**config.mk**
```make
export PLATFORM = sky130hd
export DESIGN_NAME = hiscore_ram_arbiter
export DESIGN_NICKNAME = d
export VERILOG_FILES = /design/src/rtl/hiscore_ram_arbiter.sv
export SDC_FILE = /design/constraint.sdc
export NUM_CORES = 1
export LEC_CHECK = 0
export CAP_MARGIN = 20
export CORE_ASPECT_RATIO = 0.75
export CORE_MARGIN = 5
export CORE_UTILIZATION = 39
export CTS_BUF_LIST = sky130_fd_sc_hd__clkbuf_2 sky130_fd_sc_hd__clkbuf_4 sky130_fd_sc_hd__clkbuf_8
export DETAILED_ROUTE_END_ITERATION = 6
export PLACE_DENSITY = 0.79
export SYNTH_ARGS = -nofsm -noshare
export SYNTH_HDL_FRONTEND = slang
export SYNTH_SLANG_ARGS = --single-unit
```
**constraint.sdc**
```tcl
create_clock -name clk -period 2.14 [get_ports clk]
set_clock_uncertainty 0.15 [all_clocks]
set_input_delay 0.214 -clock clk [delete_from_list [all_inputs] [get_ports clk]]
set_output_delay 0.214 -clock clk [all_outputs]
set_load 0.05 [all_outputs]
```
**src/rtl/hiscore_ram_arbiter.sv**
```systemverilog
// Work-RAM port arbiter between the Z80 and the hiscore save/restore engine.
// The engine gets the port only inside a safe window, after the CPU is paused and drained.
module hiscore_ram_arbiter #(
    parameter int AW       = 16,
    parameter int DW       = 8,
    parameter int RD_LAT   = 1,
    parameter int GUARD    = 2,
    parameter int MAX_HOLD = 255
) (
    input  logic          clk,
    input  logic          reset,
    input  logic          vblank,
    input  logic          user_paused,
    input  logic          hs_intent_rd,
    input  logic          hs_intent_wr,
    input  logic [AW-1:0] hs_addr,
    input  logic [DW-1:0] hs_wdata,
    input  logic          hs_we,
    input  logic          hs_re,
    output logic          hs_grant,
    output logic [DW-1:0] hs_rdata,
    output logic          hs_rvalid,
    output logic          hs_overrun,
    input  logic [AW-1:0] cpu_addr,
    input  logic [DW-1:0] cpu_wdata,
    input  logic          cpu_we,
    output logic [DW-1:0] cpu_rdata,
    output logic          cpu_pause,
    output logic [AW-1:0] ram_addr,
    output logic [DW-1:0] ram_wdata,
    output logic          ram_we,
    input  logic [DW-1:0] ram_rdata
);

    typedef enum logic [2:0] {IDLE, WAIT_WIN, DRAIN, GRANT, RELEASE} state_t;

    localparam logic [3:0]  GUARD_C = 4'(GUARD);
    localparam logic [3:0]  LAT_C   = 4'(RD_LAT);
    localparam logic [15:0] HOLD_C  = 16'(MAX_HOLD);

    state_t        state_q, state_d;
    logic [3:0]    cnt_q, cnt_d;
    logic [15:0]   hold_q, hold_d;
    logic          overrun_q, overrun_d;
    logic          intent, window;

    assign intent = hs_intent_rd | hs_intent_wr;
    assign window = vblank | user_paused;

    always_ff @(posedge clk) begin
        if (reset) begin
            state_q   <= IDLE;
            cnt_q     <= '0;
            hold_q    <= '0;
            overrun_q <= 1'b0;
        end else begin
            state_q   <= state_d;
            cnt_q     <= cnt_d;
            hold_q    <= hold_d;
            overrun_q <= overrun_d;
        end
    end

    // cnt_q is shared: drain countdown in DRAIN, read-completion countdown in RELEASE.
    always_comb begin
        state_d   = state_q;
        cnt_d     = cnt_q;
        hold_d    = hold_q;
        overrun_d = 1'b0;
        case (state_q)
            IDLE: begin
                if (intent) state_d = WAIT_WIN;
            end
            WAIT_WIN: begin
                if (!intent) begin
                    state_d = IDLE;
                end else if (window) begin
                    state_d = DRAIN;
                    cnt_d   = GUARD_C;
                end
            end
            DRAIN: begin
                if (!intent) begin
                    state_d = RELEASE;
                    cnt_d   = LAT_C;
                end else begin
                    cnt_d = cnt_q - 4'd1;
                    if (cnt_q == 4'd1) begin
                        state_d = GRANT;
                        hold_d  = '0;
                    end
                end
            end
            GRANT: begin
                if (!intent) begin
                    state_d = RELEASE;
                    cnt_d   = LAT_C;
                end else if (!user_paused) begin
                    // The OSD pause freezes the hold budget, so no overrun while it is active.
                    hold_d = hold_q + 16'd1;
                    if (hold_d == HOLD_C) begin
                        state_d   = RELEASE;
                        cnt_d     = LAT_C;
                        overrun_d = 1'b1;
                    end
                end
            end
            RELEASE: begin
                cnt_d = cnt_q - 4'd1;
                if (cnt_q == 4'd1) state_d = IDLE;
            end
            default: state_d = IDLE;
        endcase
    end

    assign hs_grant   = (state_q == GRANT);
    assign cpu_pause  = (state_q == DRAIN) || (state_q == GRANT) || (state_q == RELEASE);
    assign hs_overrun = overrun_q;

    assign ram_addr  = hs_grant ? hs_addr  : cpu_addr;
    assign ram_wdata = hs_grant ? hs_wdata : cpu_wdata;
    assign ram_we    = hs_grant ? hs_we    : (cpu_we & ~cpu_pause);
    assign cpu_rdata = ram_rdata;

    // Read-tag pipeline keeps running after release so the final read still lands.
    logic [RD_LAT-1:0] rd_pipe_q, rd_pipe_d;
    logic [DW-1:0]     hs_rdata_q;
    logic              hs_rvalid_q;

    genvar gi;
    for (gi = 0; gi < RD_LAT; gi++) begin : g_rd_pipe
        if (gi == 0) begin : g_head
            assign rd_pipe_d[gi] = hs_re & hs_grant;
        end else begin : g_tail
            assign rd_pipe_d[gi] = rd_pipe_q[gi-1];
        end
    end

    always_ff @(posedge clk) begin
        if (reset) begin
            rd_pipe_q   <= '0;
            hs_rvalid_q <= 1'b0;
            hs_rdata_q  <= '0;
        end else begin
            rd_pipe_q   <= rd_pipe_d;
            hs_rvalid_q <= rd_pipe_q[RD_LAT-1];
            if (rd_pipe_q[RD_LAT-1]) hs_rdata_q <= ram_rdata;
        end
    end

    assign hs_rdata  = hs_rdata_q;
    assign hs_rvalid = hs_rvalid_q;

endmodule
```
Yosys cells after proc, flatten, opt, wreduce, memory -nomap -nowiden
Cells that the tools add are included.
Word-level totals
  flip-flop bits (word level): 34
  output and inout bits: 45
Operators by class
  $add $sub $neg: 2
  equal/unequal tests: 18
  multiplexer cells: 26
  bitwise operators: 7
  reduce and logical (&&, ||, !) cells: 9
Operators by type and width (count)
  $mux W16: 5
  $pmux W16 S2: 1
  $mux W3: 9
  $mux W4: 6
  $add A16 B1 Y16 const B: 1
  $eq A16 B8 Y1 const B: 1
  $pmux W4 S4: 1
  $pmux W3 S5: 1
  $ne A2 B2 Y1 const B: 7
  $reduce_and A5 Y1: 2
  $ne A3 B3 Y1 const B: 3
  $mux W8: 1
  $eq A3 B2 Y1 const B: 2
  $reduce_and A6 Y1: 1
  $eq A4 B1 Y1 const B: 1
  $reduce_bool A4 Y1: 1
  $reduce_or A4 Y1: 1
  $sub A4 B1 Y4 const B: 1
  $eq A3 B1 Y1 const B: 1
  $eq A3 B3 Y1 const B: 1
  $logic_not A3 Y1: 1
  $ne A3 B2 Y1 const B: 1
  $not A1 Y1: 3
  $and A1 B1 Y1: 2
  5 further kinds: 8

Logic depth before layout (Yosys ltp)
  depth after elaboration: 6
  depth in mapped cells: 8

Worst setup path after synthesis
Ideal clock, no wire load.
  path kind: flip-flop to flip-flop
  from: reg hold_q[0]
  to: reg cnt_q[0]
  setup time: 0.063 ns
  data arrival time: 2.147 ns
  data required time: 1.927 ns
  slack: -0.220 ns
  cell stages (with the launch flop): 8
  cell sequence: dfxtp_1 > ha_1 > nand3_4 > or3_4 > a2111oi_4 > nand4_4 > or3_1 > nand3_1
On the way
  cells in the longest elaborated chain, start to end: 4
RTL lines
  from (decl): RTL line 43  | logic [15:0] hold_q, hold_d;
  from (signal assigned): RTL line 59  | hold_q <= hold_d;
  $add A16 B1 Y16: RTL line 100  | hold_d = hold_q + 16'd1;
  $eq A16 B8 Y1: RTL line 101  | if (hold_d == HOLD_C) begin
  $ne A3 B2 Y1 (no line)
  $reduce_and A5 Y1 (no line)
  to (signal assigned): RTL line 58  | cnt_q <= cnt_d;
  to (decl): RTL line 42  | logic [3:0] cnt_q, cnt_d;
Every way passes these cells.
A chain may end at the register's enable or synchronous reset.

Final worst setup path
Ends and elaborated chain as after synthesis.

==> key figures <==
Yosys
  • Synth Area in Compound Gates: 0.183
  • Cells after synthesis: between 300 and 400
  • Mean post-synth cell area: between 6 and 7 um2
  • FFs w/ async S/R, synth: 0
  • Number of synthesized flops with an enable pin: 0
  • Unique masters post-synth: between 50 and 60
  • Synth Area in Adders: 0.0203
  • Syn Nets: 425
  • Seq/Total Area, Yosys: 0.276
  • Top_reg_cell synth: dfxtp_1
  • Multiplexer share of the synthesized area: 0.0325
  • XOR/XNOR share of the synthesized area: 0.0249
  • Yosys reg bits: 34
  • Synth Cell Area: between 2000 and 2500 um2
  • Ys Warns: 0
  • Simple-gate share of the synthesized area: 0.386
  • Largest family of logic cells by synthesized area: simple AND/OR/NAND/NOR gates

Status
  • Failing checks: setup timing
  • Status: finished, violations left

Timing
  • Tmin final: 2180 ps
  • Relative max-transition margin: 0.647
  • Max Clock Freq: 460 MHz
  • Final hold vios: 0
  • Worst hold margin: between 300 and 400 ps
  • Final worst slack: -35.7 ps
  • Slew Limit Fails: 0
  • Final cycle utilization of the critical path: 1.02
  • Unrepaired setup endpoints after global routing: true
  • Worst-Margin Slew: 527 ps
  • Endpoints failing setup: 2

CTS
  • Root Driver: clkbuf_8
  • Clk buf depth: 2
  • Clock buffer count from CTS: 5
  • Worst-path clk slew: 80 ps
  • TritonCTS clock tree: yes
  • Clock Latency Late Sink: 290 ps
  • H-tree Lvls: 2
  • Hold_buf cts: 0
  • Num Clock Sinks: 34

Job
  • Maxcap violations: 0

Floorplan
  • Starting Density: 0.396
  • Chip height: 78.9 um
  • Die Width: 102 um
  • Die ar.: between 8000 and 9000 um2
  • Cell Rows: 25
  • Core area: 6220 um2
  • IO Pins: 110

Drt
  • Total number of vias: 3050
  • Post-DR wirelength/cell: about 15 um
  • Antenna Nets Post-Route: 0
  • DRT Wirelength: just under 9000 um
  • Number of DRC markers in iteration 0: 175
  • Via density per instance: 5.23
  • TritonRoute pass-1 iters: 5
  • DRC viols: 0

Global routing
  • Largest net degree at the start of global routing: 28
  • Grt total ovfl: 0
  • GRT Total Usage: 0.211
  • Vias in the first global route: 2940
  • First-pass GRT wire length: 13800 um
  • Initial antenna violation count: 0

Power and ir drop
  • Leak pwr: between 1.5 and 2 nW
  • Pwr dens: 596 nW/um2
  • Worst VDD drop: ~0.63 mV
  • Tot Pwr: 2.46 mW

Worst setup path
  • R2R setup slack: -40 ps
  • Startpoint class of the critical path: flip-flop
  • Worst r2r src: hold_q[0]
  • Critical path peak fanout: 5
  • Reg2reg path depth: 8
  • CP Capture Type: flip-flop
  • Capture point of the worst reg-to-reg path: cnt_q[0]
  • Arrival @ worst endpoint: 2260 ps
  • Setup Crit Path Kind: reg2reg
  • Crit path from: hold_q[0]
  • Critical Path RT: about 2200 ps

Final layout
  • Area grow syn2layout: 67.5%
  • FF/Latch Area: ~700 um2
  • Most frequent cells in the layout: nand2_1, buf_4, clkdlybuf4s50_1, nor2_1, dfxtp_1
  • Share of cells above drive strength 1: 0.289
  • Fin nets: 570
  • Diodes inserted: 0
  • Fillers: 521
  • Area of the multi-input gates: around 1700 um2
  • Post-layout util: 0.664

Hold path
  • Hold depth: 2
  • Hold EP: hs_rdata[0]
  • HP Class: reg2reg
  • Min-delay src: hs_rdata[0]

Placement
  • IO Port Bufs: 109
  • Final Wtd Congestion: approximately 1
  • Final HPWL DP: 6730 um
-- through the flow --
step / setup WS, ps / cell area [um2] / TNS (ps) / cells
floorplan: -65.7 / 2480 / -65.7 / 356
global placement: -29.0 / 3870 / -31.4 / 571
detailed placement: -113 / 3870 / -325 / 571
CTS: -32.4 / 4030 / -102 / 581
global route: -112 / 4130 / -514 / 583
finish: -35.7 / 4130 / -54.6 / 583
-- worst max-delay path by stage --
stage | to | slack [ps] | cells after the start
after global placement | cnt_q[0] | -30 | 7
after global routing | cnt_q[0] | -110 | 8
after CTS | cnt_q[1] | -30 | 8
after floorplan | cnt_q[0] | -70 | 7
after detailed placement | cnt_q[0] | -110 | 6
final | cnt_q[0] | -40 | 8
-- synth_stat cells, drive strengths merged, types with 5 or more instances --
cell | count | area (um2)
a31oi | 5 | 31.3
nor2 | 37 | 139
dfxtp | 34 | 681
mux2i | 8 | 80.1
buf | 15 | 93.8
inv | 7 | 26.3
nand4 | 12 | 90.1
nand3 | 9 | 57.6
o21ai | 14 | 70.1
clkbuf | 18 | 68.8
a21oi | 20 | 100
xnor2 | 6 | 52.6
nand2 | 93 | 349
or3 | 7 | 51.3
nor3 | 10 | 55.1
nor4 | 7 | 43.8
-- per-layer routing --
metal  up-vias  share of wire  global-route usage
li1       1533              -                   -
met1      1423           0.46               0.297
met2        87           0.49               0.332
met3         7          0.044              0.0386
met4         0         0.0066              0.0524
met5         -              0                   0
-- critical path, stage by stage (launching register included) --
cell       delay (ps)
dfxtp_4           360
ha_4              170
buf_4             130
and3_2            210
a211o_1           300
a2bb2oi_2         190
nand4_4           160
or3_1             360
nand3_2            70
-- report_power, final --
| group | switching, mW | internal [mW] |
|---|---|---|
| Sequential | 0.0295 | 0.675 |
| Clock | 0.252 | 0.228 |
| Combinational | 0.747 | 0.528 |
| Total | 1.03 | 1.43 |
-- kinds of logic after synthesis --
group / count (synthesis)
buffers and inverters: 41
adders and majority gates: 4
xor gates and xnor gates: 7
muxes: 8
and+or+nand+nor: 197
AOI/OAI and AO/OA: 65
DFF: 34
-- sequential cells by signal (all words and copies together) (netlist names) --
register and count:
hold_q 16, hs_rdata 8, cnt_q 4, state_q 3
hs_overrun 1, hs_rvalid 1, rd_pipe_q 1
-- cell type report --
cell class,instances,area share
Multi-Input combinational cell,281,0.414
Timing Repair Buffer,171,0.364
Sequential cell,34,0.169
Tap cell,81,0.0245
Clock buffer,5,0.0167
Inverter,8,0.00788
Clock inverter,3,0.00515
-- what timing repair did --
action	CTS	global route
endpoints found under the hold margin	0	0
endpoints found under the setup margin	8	12
pin swaps	15	11
resized for setup	13	25
setup buffers	2	2
cloned	0	0
Power figures use the tool's default switching activity.
